<file path="config.mk">
export PLATFORM = sky130hd
export DESIGN_NAME = univ_shreg
export DESIGN_NICKNAME = d
export VERILOG_FILES = /design/src/rtl/univ_shreg_pkg.sv /design/src/rtl/shreg_slice.sv /design/src/rtl/univ_shreg.sv
export SDC_FILE = /design/constraint.sdc
export NUM_CORES = 1
export LEC_CHECK = 0
export CAP_MARGIN = 20
export CELL_PAD_IN_SITES_DETAIL_PLACEMENT = 1
export CELL_PAD_IN_SITES_GLOBAL_PLACEMENT = 2
export CORE_ASPECT_RATIO = 1.2
export CORE_MARGIN = 2
export CORE_UTILIZATION = 30
export CTS_CLUSTER_DIAMETER = 200
export DETAILED_ROUTE_END_ITERATION = 6
export PLACE_DENSITY_LB_ADDON = 0.1
export RECOVER_POWER = 50
export SYNTH_ARGS = -nofsm -noshare
export SYNTH_HDL_FRONTEND = slang
export SYNTH_SLANG_ARGS = --single-unit
</file>
<file path="constraint.sdc">
create_clock -name c -period 4.8 [get_ports c]
set_input_delay 0.48 -clock c [delete_from_list [all_inputs] [get_ports c]]
set_output_delay 0.48 -clock c [all_outputs]
set_load 0.01 [all_outputs]
</file>
<file path="src/rtl/univ_shreg_pkg.sv">
// Shared types for the universal shift register: op codes, FSM states and
// the per-bit source select used by every shreg_slice.
package univ_shreg_pkg;

    localparam int SHREG_OP_W = 3;

    typedef enum logic [SHREG_OP_W-1:0] {
        OP_HOLD = 3'b000,
        OP_LOAD = 3'b001,
        OP_SHL  = 3'b010,
        OP_SHR  = 3'b011,
        OP_ASR  = 3'b100,
        OP_ROL  = 3'b101,
        OP_ROR  = 3'b110,
        OP_RSVD = 3'b111
    } shreg_op_e;

    typedef enum logic {
        ST_IDLE = 1'b0,
        ST_RUN  = 1'b1
    } shreg_state_e;

    // lo = take the bit below (shift toward MSB), hi = take the bit above
    typedef enum logic [1:0] {
        SEL_HOLD = 2'b00,
        SEL_LOAD = 2'b01,
        SEL_LO   = 2'b10,
        SEL_HI   = 2'b11
    } slice_sel_e;

endpackage

</file>
<file path="src/rtl/shreg_slice.sv">
// One bit of the universal shift register: next-value mux plus async-reset flop.
// Edge bits receive their fill/serial/rotate sources on lo/hi from the top level.
module shreg_slice
    import univ_shreg_pkg::*;
(
    input  logic       c,
    input  logic       nrst,
    input  slice_sel_e sel,
    input  logic       ld,
    input  logic       lo,
    input  logic       hi,
    output logic       q
);

    always_ff @(posedge c or negedge nrst) begin
        if (!nrst) begin
            q <= 1'b0;
        end else begin
            case (sel)
                SEL_LOAD: q <= ld;
                SEL_LO:   q <= lo;
                SEL_HI:   q <= hi;
                default:  q <= q;
            endcase
        end
    end

endmodule

</file>
<file path="src/rtl/univ_shreg.sv">
// Universal shift register, one bit position per clock under start/busy/done.
// Rotates are built only when UNIV_SHREG_ROTATE_EN is defined; otherwise ROL/ROR act as HOLD.
module univ_shreg
    import univ_shreg_pkg::*;
#(
    parameter int W  = 8,
    parameter int AW = $clog2(W + 1)
) (
    input  logic                  c,
    input  logic                  nrst,
    input  logic                  start,
    input  logic [SHREG_OP_W-1:0] op,
    input  logic [AW-1:0]         amt,
    input  logic [W-1:0]          d,
    input  logic                  si_l,
    input  logic                  si_r,
    output logic [W-1:0]          q,
    output logic                  so_l,
    output logic                  so_r,
    output logic                  busy,
    output logic                  done
);

    shreg_state_e state, state_nx;
    shreg_op_e    op_in, op_r, op_r_nx;
    logic [AW-1:0] cnt, cnt_nx, amt_eff;
    logic          done_nx;
    logic          step_op;
    slice_sel_e    sel;
    logic [W-1:0]  lo_src, hi_src;

    assign op_in   = shreg_op_e'(op);
    assign amt_eff = (amt > AW'(W)) ? AW'(W) : amt;

    always_comb begin
        step_op = 1'b0;
        case (op_in)
            OP_SHL, OP_SHR, OP_ASR: step_op = 1'b1;
`ifdef UNIV_SHREG_ROTATE_EN
            OP_ROL, OP_ROR:         step_op = 1'b1;
`endif
            default:                step_op = 1'b0;
        endcase
    end

    always_ff @(posedge c or negedge nrst) begin
        if (!nrst) begin
            state <= ST_IDLE;
            cnt   <= '0;
            op_r  <= OP_HOLD;
            done  <= 1'b0;
        end else begin
            state <= state_nx;
            cnt   <= cnt_nx;
            op_r  <= op_r_nx;
            done  <= done_nx;
        end
    end

    // The edge that consumes the last pending step also raises done
    always_comb begin
        state_nx = state;
        cnt_nx   = cnt;
        op_r_nx  = op_r;
        done_nx  = 1'b0;
        sel      = SEL_HOLD;
        case (state)
            ST_IDLE: begin
                if (start) begin
                    op_r_nx = op_in;
                    if (op_in == OP_LOAD) begin
                        sel = SEL_LOAD;
                    end
                    if (step_op && (amt_eff != '0)) begin
                        cnt_nx   = amt_eff;
                        state_nx = ST_RUN;
                    end else begin
                        done_nx = 1'b1;
                    end
                end
            end
            ST_RUN: begin
                cnt_nx = cnt - AW'(1);
                case (op_r)
                    OP_SHL:         sel = SEL_LO;
                    OP_SHR, OP_ASR: sel = SEL_HI;
`ifdef UNIV_SHREG_ROTATE_EN
                    OP_ROL:         sel = SEL_LO;
                    OP_ROR:         sel = SEL_HI;
`endif
                    default:        sel = SEL_HOLD;
                endcase
                if (cnt == AW'(1)) begin
                    state_nx = ST_IDLE;
                    done_nx  = 1'b1;
                end
            end
            default: state_nx = ST_IDLE;
        endcase
    end

    // Interior bits see their neighbours; only the two edge bits need a source choice
    always_comb begin
        lo_src = {q[W-2:0], si_l};
        hi_src = {si_r, q[W-1:1]};
        case (op_r)
            OP_ASR:  hi_src[W-1] = q[W-1];
`ifdef UNIV_SHREG_ROTATE_EN
            OP_ROL:  lo_src[0]   = q[W-1];
            OP_ROR:  hi_src[W-1] = q[0];
`endif
            default: ;
        endcase
    end

    for (genvar i = 0; i < W; i++) begin : g_slice
        shreg_slice u_slice (
            .c    (c),
            .nrst (nrst),
            .sel  (sel),
            .ld   (d[i]),
            .lo   (lo_src[i]),
            .hi   (hi_src[i]),
            .q    (q[i])
        );
    end

    assign busy = (state == ST_RUN);
    assign so_l = q[W-1];
    assign so_r = q[0];

endmodule
</file>
After elaboration in Yosys (flattened, before gate mapping)
Index checks and enable logic that the tools add are counted.
{ "totals": {"reg_bits": 17, "in_bits": 20, "out_inout_bits": 12, "elab_cells": 63} }
{ "op_classes": {"addsub": 1, "n_lt_le_gt_ge": 1, "n_eq_ne": 14, "mux": 26, "bitwise": 1, "n_reduce_logical": 8} }
{ "ops": {"columns": ["op", "n"], "rows": [
  ["case mux 1 bit (3 select lines)", 8],
  ["== test 3 x 2 -> 1 bit, second input constant", 4],
  ["2-to-1 mux 4 bit", 3],
  ["2-to-1 mux 1 bit", 10],
  ["case mux 2 bit (2 select lines)", 2],
  ["case mux 4 bit (2 select lines)", 1],
  ["== test 3 bit, second input constant", 2],
  ["!= test 2 bit, second input constant", 3],
  ["AND reduction 2 bit", 3],
  ["== test 2 bit, second input constant", 2],
  ["== test 4 x 1 -> 1 bit, second input constant", 1],
  ["> comparator 4 bit, second input constant", 1],
  ["case mux 1 bit (2 select lines)", 2],
  ["nonzero test 4 bit", 1],
  ["subtractor 4 x 1 -> 4 bit, second input constant", 1],
  ["== test 3 x 1 -> 1 bit, second input constant", 1],
  ["nonzero test 3 bit", 1],
  ["OR reduction 3 bit", 1],
  ["== test 2 x 1 -> 1 bit, second input constant", 1],
  ["OR reduction 2 bit", 1],
  ["logical AND 1 bit", 1],
  ["NOT 1 bit", 1]
]} }

Logic depth before layout (Yosys ltp)
Gate-level depths: netlist of the first run.
{ "depth": {"depth_word": 7, "ltp_mapped": 5, "mapped_depth_nobuf": 5} }

By module
A second synthesis of the first run with hierarchy kept.
{ "hier_totals": {"hier_cells": 83, "hier_area_um2": 1017.2} }
{ "by_module_without_submodules": {"columns": ["mod", "n_inst", "cells_each", "area_per_inst_um2"], "rows": [
  ["univ_shreg", 1, 67, 636.9],
  ["shreg_slice", 8, 2, 47.5]
]} }

Worst setup path before layout of the first run
Ideal clock, no wire load.
{ "synth_path": {"path_type": "register to register", "startpoint": "reg state, in the netlist busy", "endpoint": "reg g_slice[0].u_slice.q", "arrival_ns": 1.467, "required_time_ns": 4.671, "path_slack_ns": 3.204, "path_stages_with_launch": 6, "cell_sequence": "dfrtp_1 nand2b_4 or4b_1 buf_6 o22ai_2 a211oi_2"} }
{ "synth_between": {"elab_chain_len": 4, "word_cells_on_any_way": 7, "cone_classes": "eq/ne (3); mux (2); bitwise (1); reduce/logical (1)"} }
{ "synth_rtl": {"columns": ["item", "line", "rtl"], "rows": [
  ["from (decl)", "univ_shreg.sv:24", "shreg_state_e state, state_nx;"],
  ["from (signal assigned)", "univ_shreg.sv:53", "state <= state_nx;"],
  ["NOT 1 bit (no line)", null, null],
  ["case mux 2 bit (2 select lines) (*)", "univ_shreg.sv:67", "case (state)"],
  ["== test 2 bit or == test 2 x 1 -> 1 bit (tied branches)", "shreg_slice.sv:19", "case (sel)"],
  ["case mux 1 bit (3 select lines) or nonzero test 3 bit (tied branches)", null, null],
  ["to (signal assigned)", "shreg_slice.sv:20", "SEL_LOAD: q <= ld;"],
  ["to (signal assigned)", "shreg_slice.sv:21", "SEL_LO: q <= lo;"],
  ["to (signal assigned)", "shreg_slice.sv:22", "SEL_HI: q <= hi;"],
  ["to (decl)", "shreg_slice.sv:12", "output logic q"]
]} }
Every way passes the cells marked *; elsewhere a longest branch is shown, timed or not.
A chain may end at the register's enable or synchronous reset.

Final worst setup path of the first run
{ "layout_path": {"startpoint": "in start", "endpoint": "reg g_slice[6].u_slice.q"} }
{ "layout_between": {"elab_chain_len": 4, "word_cells_on_any_way": 7, "cone_classes": "eq/ne (3); mux (3); reduce/logical (1)"} }
{ "layout_rtl": {"columns": ["item", "line", "rtl"], "rows": [
  ["from (decl)", "univ_shreg.sv:11", "input logic start,"],
  ["2-to-1 mux 1 bit (*)", "univ_shreg.sv:69", "if (start) begin"],
  ["case mux 2 bit (2 select lines) (*)", "univ_shreg.sv:67", null],
  ["== test 2 bit or == test 2 x 1 -> 1 bit (tied branches)", "shreg_slice.sv:19", null],
  ["case mux 1 bit (3 select lines) or nonzero test 3 bit (tied branches)", null, null],
  ["to (signal assigned)", "shreg_slice.sv:20", null],
  ["to (signal assigned)", "shreg_slice.sv:21", null],
  ["to (signal assigned)", "shreg_slice.sv:22", null],
  ["to (decl)", "shreg_slice.sv:12", null]
]} }
Marks and branches as above.

==> flow_summary.toml, run 1 <==
[grt]
grt_pass1_vias = 1055
antenna_found_initial = 0
grt_pass1_wl_um = 4933
grt_usage = 0.1454
grt_start_max_net_pins = 18
grt-ovfl-total = 0

[yosys]
synthCells = 114
syn_avg_cell_area_um2 = 10.54
synth_top_area_cell = "dfrtp_1"
ys_seq_area_frac = 0.3542
synth_edf_count = 0
synthFlopType = "dfrtp_1"
synth_common_cells = "dfrtp_1, buf_4, nor3_1"
synth_top_area_share = 0.3542
ys_seq_elements = 17
synth_area_leaders = "dfrtp_1, o22ai_2, mux2i_1"
synth_area_um2 = 1201
synth_nets = 136
synth_most_common_cell = "dfrtp_1"
synth_cell_types = 39
yosysWarnings = 0
synthArstFlopShare = 1.000

[timing]
fin_crit_ns = 2.131
clock_skew_ns = 0.003963
relSlewSlack = 0.4341
hold_violations = 0
fin_crit_sh = 0.4440
max_freq_mhz = 469.2
fin_hold_ws_ns = 0.5612
drv_slew = 0
timing.final.ws_setup_ns = 2.669
worst_pin_slew_ns = 0.8461
setup_viol = 0
grt_setup_unrepaired = "false"
setup_tns_ns = 0

[route]
top_layer = "met4"
dr_total_vias = 964
dr_wl_met3_um = 106
vias_per_cell = 5.047
wl_met1_um = 1235
drcViolationCount = 0
first_pass_iters = 4
ant_nets = 0
first_iter_violations = 17
wl_per_cell_um = 15.09
wl_met2_um = 1517
totalWireLength_um = 2883

[clocking]
postCtsSetupBuffers = 0
h-tree-depth = 1
clock-sinks = 17
clock_latency_ns = 0.25
cts_tree = "done"
cts-resized-gates = 0
clk_pin_slew_worst_paths_ns = 0.07
root_buffer = "clkbuf_8"
cts_buffers = 3
cts_buffer_depth = 2
ctsHoldBuffers = 0

[worst_hold_path]
hold_class = "register to register"
hold_end = "cnt[0]"
min_from = "cnt[0]"
whs_path_depth = 1

[pwr]
power.internal_uw = 538.4
leakage_nw = 0.6102
combPwrFrac = 0.531
peakVddDrop_mv = 0.2090
power_frac_seq = 0.347
clockPowerShare = 0.122
switching_power_uw = 362.5
power_density_nw_per_um2 = 593.1
swShare = 0.4024

[critical_path]
worst-path-buf-inv = 1
reg2reg_slack_ns = 2.69
critPathArrivalTime_ns = 2.25
crit_fanout = 8
slowest_stage = "or4b_1"
crit_type = "primary input to register"
reg2reg_from = "busy"
worstPathCellList = "clkdlybuf4s50_1 -> nand2b_1 -> or4b_1 -> o22ai_2 -> a211oi_1"
crit_path_start_kind = "primary input"
r2r_end = "g_slice[6].u_slice.q"
crit_start = "start"
end_kind = "register"
critical-path-top-delay-family = "simple AND/OR/NAND/NOR gates"
required_ns = 4.92
cpPeakStageDelay_ns = 0.76
worstRegToRegCells = 4
critical_path_depth = 5

[flow_run]
maxCapViolCount = 0

[floorplan]
die_x_um = 61.76
initial_core_util = 0.3097
coreArea_um2 = 3879
num_io_pins = 32
dieArea_um2 = 4528
die_h_um = 73.32
rows = 25

[placement]
placed_cell_area_um2 = 1481
io_buffers = 31
gp_congestion = 0.6766
place_worst_setup_slack_ns = 2.448
dp.cells = 187
hpwl_um = 2208

[cells_and_area]
drive_gt1_frac = 0.1898
design_area_um2 = 1519
final_nets = 160
instances_no_fill = 191
antennaDiodeCount = 0
area_growth_pct = 26.46

[run_status]
status = "complete, no violations"
## cells by family (layout without fill, tap and decap cells)
family / count (synthesis) / after routing / synth area share
compound gates: 32 / 32 / 0.2365
xor+xnor: 2 / 2 / 0.01459
fa+ha+maj: 2 / 2 / 0.02083
buf+inv: 16 / 39 / 0.09374
flops: 17 / 17 / 0.3542
mux: 10 / 10 / 0.08646
simple gates: 35 / 35 / 0.1937
## stage by stage
step / util / total power [mW]
floorplan: - / 0.6763
global placement: 0.3819 / 0.7949
detailed placement: 0.3819 / 0.8136
CTS: 0.3935 / 0.9290
global route: 0.3916 / 0.9921
finish: 0.3916 / 0.9009
## routing by layer
| metal | up-vias | global-route usage |
|---|---|---|
| met3 | 2 | 0.02113 |
| met4 | 0 | 0.04965 |
| met1 | 475 | 0.1712 |
| met2 | 21 | 0.2608 |
| li1 | 466 | - |
| met5 | - | 0 |
## power by group through the flow
stage	Combinational, mW	Sequential, mW	Clock [mW]
2_1_floorplan	0.387	0.289	0
3_3_place_gp	0.478	0.316	0
3_5_place_dp	0.493	0.321	0
4_1_cts	0.497	0.317	0.115
5_1_grt	0.540	0.331	0.122
6_report	0.478	0.313	0.110
## flip-flops by register name, indices dropped and copies added (netlist names)
| signal | cells |
|---|---|
| g_slice.u_slice.q | 8 |
| done | 1 |
| op_r | 3 |
| busy | 1 |
| cnt | 4 |
## worst max-delay path by stage
stage,endpoint,slack [ns]
floorplan,g_slice[0].u_slice.q,3.20
CTS,g_slice[6].u_slice.q,2.71
detailed placement,g_slice[2].u_slice.q,2.45
global route,g_slice[6].u_slice.q,2.53
finish,g_slice[6].u_slice.q,2.67
global placement,g_slice[6].u_slice.q,2.47
## layout make-up
class	instances	area, µm²
repair buffers	31	310.3
flip-flops and latches	17	425.4
clock buffers	4	45.04
well taps	54	67.56
multi-input cells	81	655.6
inverters	4	15.01
fillers	470	2360
## cells in the final DEF, fill, tap and decap left out, types with 3 or more instances in the layout
cell type,n
a211oi_1,5
clkbuf_8,3
clkdlybuf4s50_1,27
dfrtp_1,17
dlygate4sd3_1,4
inv_1,4
mux2_2,3
mux2i_1,7
nand2_1,4
nor3_1,8
o211ai_1,3
o21ai_0,3
o22ai_2,7
or2_2,7
(Power assumes the default switching activity.)
==> run 2, diff against run 1 <==
Clock period 4.8 ns to 2.05 ns, I/O delays scaled along.
==> run 2 against run 1 <==
Compared with the run above:
- via count grew 2.4%
- wire length rose by 0.55%
- register-to-register slack worse by 2.2 ns
- worst setup slack lost 2.3 ns
- utilization up 1.2 points
==> flow_summary.toml, run 2 (synthesis gave the netlist of run 1 again) <==
[critical_path]
reg2reg_from = "op_r[1]"
reg2reg_slack_ns = 0.47
endpoint = "cnt[3]"
worstRegToRegCells = 4
r2r_end = "g_slice[6].u_slice.q"
crit_start = "op[2]"
crit_type = "primary input to register"
critPathArrivalTime_ns = 1.82
required_ns = 2.18
end_kind = "register"
crit_fanout = 5
crit_path_start_kind = "primary input"

[placement]
dp.cells = 194
gp_congestion = 0.7788
hpwl_um = 2221
io_buffers = 31

[route]
dr_total_vias = 987
first_iter_violations = 41
wl_per_cell_um = 14.64
top_layer = "met4"
wl_met2_um = 1554
vias_per_cell = 4.985
first_pass_iters = 2
totalWireLength_um = 2899
drcViolationCount = 0
dr_wl_met3_um = 123
ant_nets = 0
wl_met1_um = 1203

[run_status]
status = "complete, no violations"

[floorplan]
rows = 25
coreArea_um2 = 3879
dieArea_um2 = 4528
initial_core_util = 0.3097
num_io_pins = 32
die_h_um = 73.32
die_x_um = 61.76

[clocking]
cts-resized-gates = 0
ctsHoldBuffers = 0
postCtsSetupBuffers = 0
clock_latency_ns = 0.25
cts_buffers = 3
clock-sinks = 17
cts_buffer_depth = 2
cts_tree = "done"
clk_pin_slew_worst_paths_ns = 0.07
h-tree-depth = 1
root_buffer = "clkbuf_8"

[worst_hold_path]
hold_class = "register to register"

[grt]
grt_pass1_wl_um = 4885
grt_start_max_net_pins = 18
grt_pass1_vias = 1056
grt_usage = 0.1444
grt-ovfl-total = 0
antenna_found_initial = 0

[timing]
clock_skew_ns = 0.001367
grt_setup_unrepaired = "false"
fin_hold_ws_ns = 0.5562
hold_violations = 0
worst_pin_slew_ns = 1.044
max_freq_mhz = 592.1
drv_slew = 0
fin_crit_ns = 1.689
fin_crit_sh = 0.8238
setup_tns_ns = 0
setup_viol = 0
relSlewSlack = 0.3037

[cells_and_area]
area_growth_pct = 30.42
regMostFlops = "g_slice.u_slice.q"
instances_no_fill = 198
antennaDiodeCount = 0
largest_reg_flops = 8
final_common_cell = "clkdlybuf4s50_1"
drive_gt1_frac = 0.2222
top_regs = "g_slice.u_slice.q: 8 flops, cnt: 4 flops, op_r: 3 flops"
final_cell_mix = "clkdlybuf4s50_1, dfrtp_1, nor3_1"
final_nets = 167

[pwr]
swShare = 0.3982
p_total_mw = 2.162
power_density_nw_per_um2 = 1380
peakVddDrop_mv = 0.5324
leakage_nw = 0.6361
clockPowerShare = 0.119
power.internal_mw = 1.301
power_frac_seq = 0.321
switching_power_uw = 860.9
combPwrFrac = 0.560

[flow_run]
maxCapViolCount = 0
run 2: cell count changes in the layout (fill, tap and decap cells not counted), sizes merged:
| cell | change |
|---|---|
| clkbuf | +2 |
| dlygate4sd3 | +1 |
| buf | +5 |
| clkdlybuf4s50 | -1 |
run 2: worst min path at each step:
stage / startpoint / end / slack [ns] / cells past startpoint
final: op_r[0] / op_r[0] / 0.56 / 1
after global routing: amt[1] / cnt[1] / 0.59 / 3
after CTS: nrst / g_slice[2].u_slice.q / 0.30 / 2
after detailed placement: op_r[0] / op_r[0] / 0.54 / 1
after global placement: op_r[0] / op_r[0] / 0.54 / 1
after floorplan: nrst / busy / -0.09 / 0
run 2: worst max-delay path, stage by stage:
cell           delay (ns)
dlygate4sd3_1        0.65
nor3b_1              0.36
o211ai_1             0.23
a221oi_1             0.31
a21oi_1              0.07
run 2: final cells by class:
type / instances / area, µm²
flip-flops and latches: 17 / 425.4
repair buffers: 38 / 355.3
well taps: 54 / 67.56
multi-input cells: 81 / 658.1
inverters: 4 / 15.01
fillers: 473 / 2312
clock buffers: 4 / 45.04
run 2: power groups by stage:
stage | logic [mW] | registers, mW | clock network [mW]
final | 1.21 | 0.695 | 0.258
after global routing | 1.34 | 0.738 | 0.285
after CTS | 1.25 | 0.702 | 0.275
after detailed placement | 1.24 | 0.710 | 0
after global placement | 1.23 | 0.704 | 0
after floorplan | 0.907 | 0.677 | 0
run 2: per-layer routing:
| metal | GRT usage | up-vias |
|---|---|---|
| li1 | - | 476 |
| met1 | 0.1727 | 488 |
| met2 | 0.2620 | 21 |
| met3 | 0.02289 | 2 |
| met4 | 0.03546 | 0 |
| met5 | 0 | - |
run 2: metrics by stage:
stage / util / setup slack [ns] / cell area (µm²)
floorplan: - / 0.4540 / 1201
global placement: 0.3955 / 0.1890 / 1534
detailed placement: 0.3955 / 0.1790 / 1534
CTS: 0.4071 / 0.4384 / 1579
global route: 0.4039 / 0.2677 / 1567
finish: 0.4039 / 0.3612 / 1567
==> run 3, diff against run 2 <==
Clock period 2.05 ns to 1.75 ns, I/O delays scaled along.
==> run 3 against run 2 <==
Compared with the run above:
- critical endpoint is now g_slice[4].u_slice.q
- wire length rose by 4.5%
- register-to-register slack lost 0.29 ns
- total power increased by 20%
- sequential power rose by 17%
- clock power rose by 19%
- highest routed layer unchanged
- utilization increased by 1.7 points
==> flow_summary.toml, run 3 (synthesis gave the netlist of run 1 again) <==
[timing]
fin_crit_ns = 1.565
setup_viol = 0
hold_violations = 0
drv_slew = 0
max_freq_mhz = 638.9
setup_tns_ns = 0
clock_skew_ns = 0.001739
grt_setup_unrepaired = "false"
relSlewSlack = 0.2857
worst_pin_slew_ns = 1.071
fin_crit_sh = 0.8943

[clocking]
root_buffer = "clkbuf_8"
clock-sinks = 17
cts_buffer_depth = 2
cts_tree = "done"
clk_pin_slew_worst_paths_ns = 0.07
h-tree-depth = 1
cts_buffers = 3
ctsHoldBuffers = 0
clock_latency_ns = 0.25

[grt]
grt_pass1_wl_um = 5188
grt_pass1_vias = 1135
grt_usage = 0.1544
grt-ovfl-total = 0
grt_start_max_net_pins = 18
antenna_found_initial = 0

[critical_path]
crit_fanout = 8
critical-path-top-delay-family = "simple AND/OR/NAND/NOR gates"
critPathArrivalTime_ns = 1.70
r2r_end = "g_slice[4].u_slice.q"
cpPeakStageDelay_ns = 0.48
reg2reg_slack_ns = 0.18
slowest_stage = "or4b_1"
worstPathCellList = "nand2b_1 -> or4b_1 -> buf_4 -> o22ai_2 -> a211oi_1"
worst-path-buf-inv = 1
reg2reg_from = "busy"
end_kind = "register"
required_ns = 1.88
crit_type = "register to register"
worstRegToRegCells = 5
crit_path_start_kind = "register"

[cells_and_area]
final_util = 0.4206
design_area_um2 = 1632
regMostFlops = "g_slice.u_slice.q"
antennaDiodeCount = 0
nFillCells = 461
largest_reg_flops = 8
top_regs = "g_slice.u_slice.q: 8 flops, cnt: 4 flops, op_r: 3 flops"
final_common_cell = "clkdlybuf4s50_1"
final_cell_mix = "clkdlybuf4s50_1, dfrtp_1, buf_4"
drive_gt1_frac = 0.2450
area_growth_pct = 35.83
final_nets = 174

[route]
first_iter_violations = 17
vias_per_cell = 5.015
first_pass_iters = 4
top_layer = "met4"
dr_total_vias = 1028
ant_nets = 0
dr_wl_met3_um = 114
wl_per_cell_um = 14.78
drcViolationCount = 0
wl_met1_um = 1255
wl_met2_um = 1609
totalWireLength_um = 3030

[pwr]
peakVddDrop_mv = 0.7333
power_density_nw_per_um2 = 1595
p_total_mw = 2.603
leakage_nw = 0.6715

[floorplan]
die_x_um = 61.76
initial_core_util = 0.3097
rows = 25
die_h_um = 73.32
coreArea_um2 = 3879
num_io_pins = 32
dieArea_um2 = 4528

[worst_hold_path]
min_from = "op_r[2]"
hold_class = "register to register"
hold_end = "op_r[2]"
whs_path_depth = 1

[placement]
gp_congestion = 0.7264
hpwl_um = 2268
placed_cell_area_um2 = 1564
io_buffers = 31

[flow_run]
maxCapViolCount = 0

[run_status]
status = "complete, no violations"
## run 3: cell types whose count changed in the layout (fill, tap and decap cells not counted), sizes merged
cell           before  now
dlygate4sd3         5    4
buf                 5   11
clkbuf              6    7
clkdlybuf4s50      26   27
## run 3: per-stage QoR
step / instances / hold slack, ns / setup slack (ns)
final: 205 / 0.5618 / 0.1849
after global routing: 205 / 0.5890 / 0.01713
after CTS: 202 / 0.2733 / 0.02625
after detailed placement: 198 / 0.5429 / -0.07785
after global placement: 198 / 0.5359 / -0.03185
after floorplan: 114 / -0.1206 / 0.1540
## run 3: how the worst max path moves through the flow
stage	startpoint	end	depth (start not counted)
final	busy	g_slice[4].u_slice.q	5
after global routing	op_r[1]	g_slice[4].u_slice.q	5
after detailed placement	op[2]	g_slice[2].u_slice.q	5
after floorplan	busy	g_slice[0].u_slice.q	5
after CTS	op_r[1]	g_slice[4].u_slice.q	4
after global placement	start	g_slice[1].u_slice.q	6
## run 3: area by class of cell
| type | count | area (µm²) | share of cell area |
|---|---|---|---|
| well taps | 54 | 67.56 | 0.04141 |
| repair buffers | 45 | 416.7 | 0.2554 |
| inverters | 4 | 15.01 | 0.009202 |
| flip-flops and latches | 17 | 425.4 | 0.2607 |
| multi-input cells | 81 | 661.9 | 0.4057 |
| clock buffers | 4 | 45.04 | 0.02761 |
## run 3: worst register-to-register path, delay by kind of cell (launching register included)
| family | cells | cell delay, ns |
|---|---|---|
| simple gates | 2 | 0.63 |
| buf+inv | 1 | 0.21 |
| flops | 1 | 0.38 |
| compound gates | 2 | 0.23 |
## run 3: what timing repair did
item	CTS	global route
endpoints found under the setup margin	0	7
buffers inserted	0	3
resized for setup	0	1
## run 3: routing by layer
layer / global-route usage / vias up
met5: 0 / -
met4: 0.05674 / 0
met3: 0.02289 / 5
met2: 0.2830 / 24
met1: 0.1742 / 509
li1: - / 490
## run 3: report_power, final
| part | total [mW] | internal, mW | switching [mW] |
|---|---|---|---|
| sequential | 0.811 | 0.598 | 0.212 |
| clock | 0.308 | 0.162 | 0.146 |
| combinational | 1.48 | 0.818 | 0.667 |
==> patch (flow settings as in run 3) <==
Add a define of `UNIV_SHREG_ROTATE_EN`.
--- a/src/rtl/univ_shreg.sv
+++ b/src/rtl/univ_shreg.sv
@@ -2,2 +2,4 @@
 // Rotates are built only when UNIV_SHREG_ROTATE_EN is defined; otherwise ROL/ROR act as HOLD.
+`define UNIV_SHREG_ROTATE_EN
+
 module univ_shreg
Check against the original RTL: not equivalent (a bounded check fails within 4 cycles, from zero or initial values and one cycle with nrst low).
==> patch against run 3 <==
  * Cell area is 11% lower
  * Synthesized cell count rose by 3.5%
  * Clock power down 2%
  * Sequential cell count unchanged
  * Combinational power up 5%
  * Final cell count fell by 9.3%
  * Worst setup slack got worse by 29 ps
  * Synthesized area down 8.5%
  * Core utilization shrank 1.3 points
  * Wire length is 14% lower
  * Critical path depth shrank 4
  * Sequential share of layout area increased by 3.2 points
  * Power increased by 4.2%
  * Sequential power rose by 6.0%
  * Largest cell class unchanged
==> patch: results (changes against run 3) <==
| Metric | Value |
|---|---|
| Setup crit end | busy |
| Setup slack on the worst flop-to-flop path | 270 ps (+90 ps) |
| Final non-clock buffer share | 0.234 (-0.0215) |
| Distinct cell type count after synthesis | 36 (-7.7%) |
| Global-route wire length before repair | 4420 um (-15%) |
| Met2 wire length | 1320 um (-18%) |
| Length of routed met3 wiring | 128 um (+12%) |
| Dominant cells by area after synthesis | sky130_fd_sc_hd__dfrtp_1 (39%), sky130_fd_sc_hd__nand2_1 (6.8%), sky130_fd_sc_hd__buf_4 (6.2%) |
| Non-CTS inverters | 2 (-2) |
| Placer congestion estimate | 0.743 (+2.3%) |
| Worst reg2reg path endpoint | cnt[2]$_DFFE_PN0P_ |
| Combinational group share of total power | 0.571 (about the same) |
| Signal buffers | 36 (-20%) |
| Hold wc startpoint | cnt[0]$_DFFE_PN0P_ |
| Area grow syn2layout | 32.5% |
| Maximum clock skew at final layout | 4.22 ps (+2.48 ps) |
| Post-Syn Instances | 118 (+3.5%) |
| DP Wirelength | 1990 um (-12%) |
| Number of nets at the end of the flow | 170 (-2.3%) |
| Overall power | 2710 uW (+4.2%) |
| Final worst path period need | 1590 ps (+29.0 ps) |
| Area used by multi-input combinational logic | 588 sq um (-11%) |
| Worst hold slack | 549 ps (-12.5 ps) |
| Status | complete, no violations |
| Fill count | 423 (-8.2%) |
| Number of standard cells in the layout, taps in and fillers out | 186 (-9.3%) |
patch: cell types whose count changed in the layout (fill, tap and decap cells not counted), moves of 3 or more:
cell,delta
sky130_fd_sc_hd__nand2_1,+16
sky130_fd_sc_hd__nor3_1,-7
sky130_fd_sc_hd__o22ai_2,-7
sky130_fd_sc_hd__o211ai_1,-3
sky130_fd_sc_hd__a211oi_1,-5
sky130_fd_sc_hd__nor2_1,+8
sky130_fd_sc_hd__buf_4,-7
sky130_fd_sc_hd__or2_2,-7
sky130_fd_sc_hd__a21oi_1,+5
sky130_fd_sc_hd__o2bb2ai_1,+6
patch: kinds of logic (layout without fill, tap and decap cells):
group | count (synthesis) | after routing | share of synthesized area
flops | 17 | 17 | 0.387
fa+ha+maj | 2 | 2 | 0.0228
buf+inv | 13 | 42 | 0.0774
simple gates | 49 | 49 | 0.231
xor+xnor | 2 | 2 | 0.0159
compound gates | 27 | 27 | 0.189
mux | 8 | 8 | 0.0763
